**src/rtl/counter_sequencer.sv**
```systemverilog
// Command-driven sequencer for a WIDTH-bit up-counter: START/STOP/RESUME/ABORT, one-shot or periodic.
// Optional prescaler enabled by defining CNT_SEQ_PRESCALE_EN (one tick every PRESCALE cycles).
module counter_sequencer #(
  parameter int WIDTH    = 5,
  parameter int PRESCALE = 4
) (
  input  logic             clk,
  input  logic             reset,
  input  logic             cmd_valid,
  output logic             cmd_ready,
  input  logic [1:0]       cmd_op,
  input  logic [WIDTH-1:0] cmd_limit,
  input  logic             cmd_periodic,
  output logic [WIDTH-1:0] counter,
  output logic             busy,
  output logic             paused,
  output logic             done
);

  typedef enum logic [1:0] {
    ST_IDLE  = 2'b00,
    ST_RUN   = 2'b01,
    ST_PAUSE = 2'b10
  } state_e;

  typedef enum logic [1:0] {
    OP_START  = 2'b00,
    OP_STOP   = 2'b01,
    OP_RESUME = 2'b10,
    OP_ABORT  = 2'b11
  } op_e;

  if (PRESCALE < 1) begin : g_bad_prescale
    $error("counter_sequencer: PRESCALE must be >= 1");
  end

  state_e           state_q, state_d;
  logic [WIDTH-1:0] counter_q, counter_d;
  logic [WIDTH-1:0] limit_q, limit_d;
  logic             periodic_q, periodic_d;
  logic             done_q, done_d;
  logic             ready_q, ready_d;
  logic             accept;
  logic             tick;
  op_e              op;

  assign accept = cmd_valid && ready_q;
  assign op     = op_e'(cmd_op);

`ifdef CNT_SEQ_PRESCALE_EN
  localparam int PS_W = (PRESCALE > 1) ? $clog2(PRESCALE) : 1;

  logic [PS_W-1:0] presc_q, presc_d;
  logic            presc_wrap;

  assign presc_wrap = (presc_q == PS_W'(PRESCALE - 1));
  assign tick       = (state_q == ST_RUN) && presc_wrap;

  // STOP keeps the phase; PAUSE freezes it; START/RESUME/ABORT realign it.
  always_comb begin
    presc_d = presc_q;
    if (accept) begin
      if (op != OP_STOP) presc_d = '0;
    end else if (state_q == ST_RUN) begin
      presc_d = presc_wrap ? '0 : presc_q + PS_W'(1);
    end
  end

  always_ff @(posedge clk) begin
    if (!reset) presc_q <= '0;
    else        presc_q <= presc_d;
  end
`else
  assign tick = (state_q == ST_RUN);
`endif

  // NOTE: every always_comb output gets a default first so no path leaves it unassigned (no latch).
  always_comb begin
    state_d    = state_q;
    counter_d  = counter_q;
    limit_d    = limit_q;
    periodic_d = periodic_q;
    done_d     = 1'b0;
    ready_d    = !accept;

    // An accepted command always wins over a same-cycle tick.
    if (accept) begin
      case (op)
        OP_START: begin
          state_d    = ST_RUN;
          counter_d  = '0;
          limit_d    = cmd_limit;
          periodic_d = cmd_periodic;
        end
        OP_STOP:   if (state_q == ST_RUN)   state_d = ST_PAUSE;
        OP_RESUME: if (state_q == ST_PAUSE) state_d = ST_RUN;
        OP_ABORT: begin
          state_d   = ST_IDLE;
          counter_d = '0;
        end
      endcase
    end else if (tick) begin
      if (counter_q == limit_q) begin
        done_d = 1'b1;
        if (periodic_q) counter_d = '0;
        else            state_d   = ST_IDLE;
      end else begin
        counter_d = counter_q + WIDTH'(1);
      end
    end
  end

  // NOTE: sequential state uses non-blocking assignments so all flops update from pre-edge values.
  always_ff @(posedge clk) begin
    if (!reset) begin
      state_q    <= ST_IDLE;
      counter_q  <= '0;
      limit_q    <= '0;
      periodic_q <= 1'b0;
      done_q     <= 1'b0;
      ready_q    <= 1'b0;
    end else begin
      state_q    <= state_d;
      counter_q  <= counter_d;
      limit_q    <= limit_d;
      periodic_q <= periodic_d;
      done_q     <= done_d;
      ready_q    <= ready_d;
    end
  end

  assign cmd_ready = ready_q;
  assign counter   = counter_q;
  assign done      = done_q;
  assign busy      = (state_q != ST_IDLE);
  assign paused    = (state_q == ST_PAUSE);

endmodule

```
**config.mk**
```make
export PLATFORM = sky130hd
export DESIGN_NAME = counter_sequencer
export DESIGN_NICKNAME = d
export VERILOG_FILES = /design/src/rtl/counter_sequencer.sv
export SDC_FILE = /design/constraint.sdc
export NUM_CORES = 1
export LEC_CHECK = 0
export BUFFER_PORTS_ARGS = -buffer_cell sky130_fd_sc_hd__buf_4
export CAP_MARGIN = 15
export CORE_ASPECT_RATIO = 0.7
export CORE_MARGIN = 3
export CORE_UTILIZATION = 23
export DETAILED_ROUTE_END_ITERATION = 16
export PLACE_DENSITY = 0.39
export SLEW_MARGIN = 15
export SYNTH_ARGS = -nofsm -noshare
export SYNTH_HDL_FRONTEND = slang
export SYNTH_SLANG_ARGS = --single-unit
export TNS_END_PERCENT = 10
```
**constraint.sdc**
```tcl
create_clock -name clk -period 4.4 [get_ports clk]
set_input_delay 0.66 -clock clk [delete_from_list [all_inputs] [get_ports clk]]
set_output_delay 0.66 -clock clk [all_outputs]
set_load 0.01 [all_outputs]
```
==> summary.txt, run 1 <==
Drt
  • DR WL/cell: 10.82 µm
  • Drt pass-1 iters: 4
  • Via count: 659
  • Starting DRT DRC Count: 26
  • Final ANT Viol Nets: 0
  • Drt total wl: 1.720 mm
  • Routed vias/inst: 4.145
  • DRC: 0

Cells and area
  • Area Growth Syn to Fin: 30.56%
  • # diodes: 0
  • Final std cells w/o fill: 159
  • Share of layout cells above drive strength 1: 23.21%
  • Nets@finish: 129

Die
  • I/O pins: 20
  • Starting Density: 24.69%
  • Site Rows: 17
  • Die Area: 0.004225 mm²
  • Die width: 76.42 µm
  • Placeable Area: 0.003233 mm²
  • Die Height: 55.29 µm

Timing
  • WHS: 0.5125 ns
  • Headroom to the max-slew limit: 74.19%
  • Slew Limit Fails: 0
  • Fin crit period: 1.703 ns
  • Crit share post-route: 38.71%
  • Fin Setup TNS: 0 ns
  • Worst Skew: 0.008863 ns
  • Final setup viols: 0
  • Final hold viol count: 0
  • Worst-Margin Slew: 0.3831 ns
  • RSZ-0062 raised after global routing: no
  • Max Freq: 0.5871 GHz

Setup path
  • FF-to-FF Start: counter[2]$_SDFFE_PN0P_
  • CP delay by family, top: flip-flops
  • Buf/Inv on CP: 1
  • Critical path's largest stage delay: 0.35 ns
  • Crit path max fanout: 5
  • Critical Path Stages: 2
  • Startpoint types: flip-flop
  • Worst Path Arrival: 1.04 ns
  • R2R setup slack: 2.84 ns
  • Crit-path cells: or2_2, buf_4
  • Crit Reg-Reg Endpoint: counter[4]$_SDFFE_PN0P_
  • Critical Path RT: 3.74 ns
  • Critical path class: reg2out
  • Worst reg2reg path depth: 5
  • Crit-path slowest cell: dfxtp_1
  • Crit end category: primary output

Yosys
  • Syn Nets: 106
  • Yosys cell types: 27
  • Ys async rst share: 0%
  • Seq cells post-synth: 15
  • Top post-synthesis cells by count: 15 x dfxtp_1, 10 x nand2_1, 8 x inv_1, 8 x mux2i_1, 7 x nor2b_1
  • Post-synth top area cell: dfxtp_1
  • Post-synth EDFFs: 0
  • Synth Flop Type: dfxtp_1
  • Synth area leaders: dfxtp_1 38%, mux2i_1 10%, ha_1 7.8%, nor2b_1 5.5%, xor2_1 5.5%
  • Register area share after synthesis: 37.62%
  • Count leader, synth: dfxtp_1
  • Ys Warns: 0
  • Synth top area share: 37.62%
  • Syn Area/Cell: 8.870 µm²
  • Gate Count Post-Synth: 90
  • Mapped Area: 798.3 µm²

Power and ir drop
  • Sequential power share: 48.4%
  • Int Pwr: 217.8 µW
  • Sw Ratio: 24.84%
  • VDD IR max: 92.60 µV
  • Leakage: 0.0005254 µW
  • Pwr Total: 289.8 µW
  • Pwr/cell area: 278.1 mW/mm²
  • Clock share of power: 40.4%
  • Combinational power share: 11.2%
  • Net Switching: 72.00 µW

Place
  • GPL Wtd Cong: 0.6833
  • HPWL after DPL: 1.344 mm
  • Cell count after placement: 155
  • Port Buffers: 19

GRT
  • Vias in the first global route: 576
  • GRT Total Usage: 8.744%
  • Initial antenna violation count: 0
  • Largest net degree at the start of global routing: 12
  • Total gr overflow: 0
  • First-pass GRT wire length: 2.822 mm

Clock tree
  • CTS tree: done
  • Worst-path clk slew: 0.07 ns
  • Cts repair resizes: 0
  • Setup Buffers After CTS: 0
  • CTS root buf: clkbuf_8
  • Max clock buf depth: 2
  • Htree depth: 1
  • Hold buffers post-CTS: 0
  • Skew-Pair Late Insertion Delay: 0.26 ns
  • Inserted Clock Buffers: 3
  • Clk sinks: 15

Worst hold path
  • HP Class: reg2reg
  • Hold_sp: state_q[0]$_SDFFE_PN0P_
  • WHS Path Cells: 2
  • WHS Endpoint: state_q[0]$_SDFFE_PN0P_

Flow run
  • Max Cap Viol: 0

Status
  • Status: complete, no violations
## logic make-up after synthesis
logic type | count (synthesis) | synth area share (%)
flip-flops | 15 | 37.62
multiplexers | 9 | 11.44
adder cells (fa/ha/maj) | 5 | 7.837
AO/OA/AOI/OAI | 13 | 11.44
buffers and inverters | 9 | 4.232
XOR/XNOR | 5 | 5.486
AND/OR/NAND/NOR | 34 | 21.95
## power groups by stage
stage / clock network [µW] / registers [µW] / logic (µW)
3_5_place_dp: 0 / 143 / 32.7
2_1_floorplan: 0 / 143 / 18.6
4_1_cts: 122 / 140 / 32.8
5_1_grt: 128 / 141 / 36.3
6_report: 117 / 140 / 32.6
3_3_place_gp: 0 / 144 / 32.9
## registers in the layout, indices dropped and copies added, names as in the netlist
name	cells
done	1
cmd_ready	1
state_q	2
counter	5
limit_q	5
periodic_q	1
## worst max path at each step
stage                                  from                      end  slack, ns
floorplan                             reset  counter[3]$_SDFFE_PN0P_       2.75
global placement                  cmd_op[0]  counter[3]$_SDFFE_PN0P_       2.53
detailed placement                    reset  counter[3]$_SDFFE_PN0P_       2.51
CTS                 state_q[1]$_SDFFE_PN0P_                     busy       2.69
global route        state_q[1]$_SDFFE_PN0P_                     busy       2.67
finish              state_q[1]$_SDFFE_PN0P_                     busy       2.70
## routing by layer
layer | wire length [µm] | GRT usage (%) | vias up
met3 | 105 | 4.397 | 5
met1 | 936 | 11.88 | 291
met2 | 645 | 11.01 | 14
met5 | 0 | 0 | -
met4 | 33 | 4.651 | 0
li1 | - | - | 349
## area by class of cell
class,count,area [µm²]
tap,47,58.81
clock buffer,3,41.29
inverter,8,30.03
fill,372,2191
sequential,15,300.3
clock inverter,1,5.005
timing repair buffer,19,142.6
multi-input combinational,66,464.2
## worst min-delay path: cells and delay by family, from the launching register on
family	cells	cell delay, ns
DFF	1	0.33
and+or+nand+nor	1	0.06
AOI/OAI and AO/OA	1	0.07
## through the flow
step | setup WS [ns] | instance area [µm²] | utilization, %
after floorplan | 2.750 | 798.3 | -
after global placement | 2.532 | 996.0 | 30.81
after detailed placement | 2.509 | 996.0 | 30.81
after CTS | 2.694 | 1042 | 32.24
after global routing | 2.665 | 1042 | 32.24
final | 2.697 | 1042 | 32.24
## layout by cell type (no fill, tap or decap), types with 3 or more instances in the layout
| cell | n |
|---|---|
| buf_4 | 19 |
| clkbuf_8 | 3 |
| dfxtp_1 | 15 |
| ha_1 | 5 |
| inv_1 | 8 |
| mux2i_1 | 8 |
| nand2_1 | 10 |
| nand2b_1 | 3 |
| nor2_1 | 5 |
| nor2b_1 | 7 |
| o21ai_0 | 3 |
| xor2_1 | 5 |
Note: power is estimated with default switching activity, not from simulation.
==> run 2, diff against run 1 <==
==> constraint.sdc (replaced) <==
create_clock -name clk -period 1.6 [get_ports clk]
set_input_delay 0.24 -clock clk [delete_from_list [all_inputs] [get_ports clk]]
set_output_delay 0.24 -clock clk [all_outputs]
set_load 0.01 [all_outputs]
==> summary.txt, run 2 (synthesis gave the netlist of run 1 again) <==
Timing
  • Final setup viols: 0 (unchanged)
  • Worst-Margin Slew: 0.4150 ns (+0.03198 ns)
  • Fin crit period: 1.483 ns
  • Max Freq: 0.6741 GHz
  • Headroom to the max-slew limit: 72.04% (-2.2 points)
  • Fin Setup TNS: 0 ns (unchanged)
  • Crit share post-route: 92.71%
  • Slew Limit Fails: 0 (unchanged)
  • Final hold viol count: 0 (unchanged)
  • RSZ-0062 raised after global routing: no
  • Worst Skew: 0.005867 ns (-0.002996 ns)

Cells and area
  • Nets@finish: 136 (+5.4%)
  • Share of layout cells above drive strength 1: 27.73% (+4.5 points)
  • FILL cells: 367 (-1.3%)
  • Area Growth Syn to Fin: 37.30%
  • Commonest cells after routing, fill and taps aside: 26 x buf_4, 15 x dfxtp_1, 9 x nand2_1, 8 x inv_1, 8 x mux2i_1
  • Design Area, Final: 0.001096 mm² (+5.2%)
  • # diodes: 0 (unchanged)
  • Multi-input logic area: 466.7 µm² (+0.54%)
  • Utilization after layout: 33.90% (+1.7 points)
  • Commonest non-fill, non-tap cell in the layout: buf_4
  • Register area: 300.3 µm² (unchanged)

Clock tree
  • Hold buffers post-CTS: 0 (unchanged)
  • CTS tree: done
  • Clk sinks: 15 (unchanged)
  • Htree depth: 1 (unchanged)
  • CTS root buf: clkbuf_8
  • Inserted Clock Buffers: 3 (unchanged)
  • Worst-path clk slew: 0.06 ns (about the same)
  • Max clock buf depth: 2 (unchanged)
  • Skew-Pair Late Insertion Delay: 0.25 ns (about the same)

Die
  • Die Height: 55.29 µm (unchanged)
  • Die Area: 0.004225 mm² (unchanged)
  • I/O pins: 20 (unchanged)
  • Starting Density: 24.69% (unchanged)
  • Site Rows: 17 (unchanged)
  • Die width: 76.42 µm (unchanged)
  • Placeable Area: 0.003233 mm² (unchanged)

Power and ir drop
  • VDD IR max: 384.8 µV (+320%)
  • Pwr/cell area: 725.6 mW/mm² (+160%)
  • Leakage: 0.0005583 µW (+6.3%)
  • Pwr Total: 795.3 µW (+170%)

Setup path
  • Buf/Inv on CP: 0 (-1)
  • Critical Path RT: 1.77 ns (-1.97 ns)
  • Crit-path cells: xor2_1, nor3_2, a211o_1, or3_1, o221ai_1
  • CP delay by family, top: simple AND/OR/NAND/NOR gates
  • Crit-path slowest cell: dfxtp_1
  • Critical path class: reg2reg
  • Crit path max fanout: 5 (unchanged)
  • Worst Path Arrival: 1.65 ns (+0.61 ns)
  • Crit end category: flip-flop
  • Critical path's largest stage delay: 0.42 ns (+0.07 ns)
  • Startpoint types: flip-flop

GRT
  • GRT Total Usage: 9.047% (+0.30 points)
  • First-pass GRT wire length: 2.994 mm (+6.1%)
  • Largest net degree at the start of global routing: 12 (unchanged)
  • Initial antenna violation count: 0 (unchanged)
  • Total gr overflow: 0 (unchanged)
  • Vias in the first global route: 624 (+8.3%)

Drt
  • Starting DRT DRC Count: 32 (+23%)
  • Drt pass-1 iters: 4 (unchanged)
  • Final ANT Viol Nets: 0 (unchanged)
  • Routed vias/inst: 4.000 (-3.5%)
  • DRC: 0 (unchanged)
  • Drt total wl: 1.798 mm (+4.5%)
  • DR WL/cell: 10.83 µm (+0.13%)
  • Via count: 664 (+0.76%)

Worst hold path
  • HP Class: in2reg

Status
  • Status: complete, no violations

Place
  • GPL Wtd Cong: 0.7411 (+8.5%)
  • Port Buffers: 19 (unchanged)
  • Area after DPL: 0.001049 mm² (+5.3%)
  • HPWL after DPL: 1.475 mm (+9.7%)

Flow run
  • Max Cap Viol: 0 (unchanged)
-- run 2: cell count changes in the layout (fill, tap and decap cells not counted) --
cell,previous run,this run
clkinv_2,1,0
nand2_1,10,9
clkbuf_1,0,1
buf_4,19,26
nand2_2,0,1
-- run 2: worst paths after layout --
check,startpoint,slack [ns],cells past startpoint,end
setup / recovery,counter[0]$_SDFFE_PN0P_,0.12,5,counter[3]$_SDFFE_PN0P_
hold / removal,cmd_limit[0],0.25,3,limit_q[0]$_SDFFE_PN0P_
setup reg to reg,counter[0]$_SDFFE_PN0P_,0.12,5,counter[3]$_SDFFE_PN0P_
hold reg to reg,state_q[0]$_SDFFE_PN0P_,0.52,2,state_q[0]$_SDFFE_PN0P_
-- run 2: repair_timing --
action	CTS	global route
setup endpoints to repair	0	1
buffers inserted	0	0
resized for setup	0	1
-- run 2: worst register-to-register path: cells and delay by family (launching register included) --
family | cells | cell delay (ns)
AOI/OAI and AO/OA | 2 | 0.34
and+or+nand+nor | 2 | 0.43
DFF | 1 | 0.42
xor gates and xnor gates | 1 | 0.22
-- run 2: area by class of cell --
| type | instances | area share (%) |
|---|---|---|
| clock buffers | 4 | 4.110 |
| inverters | 8 | 2.740 |
| multi-input cells | 66 | 42.58 |
| flip-flops and latches | 15 | 27.40 |
| well taps | 47 | 5.365 |
| repair buffers | 26 | 17.81 |
-- run 2: metal layers --
metal	track usage (%)	up-vias	part of all wire [%]
li1	-	364	-
met1	12.64	279	55
met2	11.89	17	38
met3	4.397	4	5.2
met4	3.101	0	1.2
met5	0	-	0
-- run 2: power breakdown --
part           switching, µW  internal, µW  total (µW)
Sequential              5.50           380         386
Clock                    134           176         310
Combinational           46.6          52.8        99.4
-- run 2: stage by stage --
stage / hold slack [ns] / setup slack, ns / cells
after floorplan: 0.4062 / 0.1207 / 90
after global placement: 0.4942 / 0.1067 / 162
after detailed placement: 0.5043 / 0.1024 / 162
after CTS: 0.2424 / 0.09944 / 166
after global routing: 0.2392 / 0.004798 / 166
final: 0.2476 / 0.1166 / 166
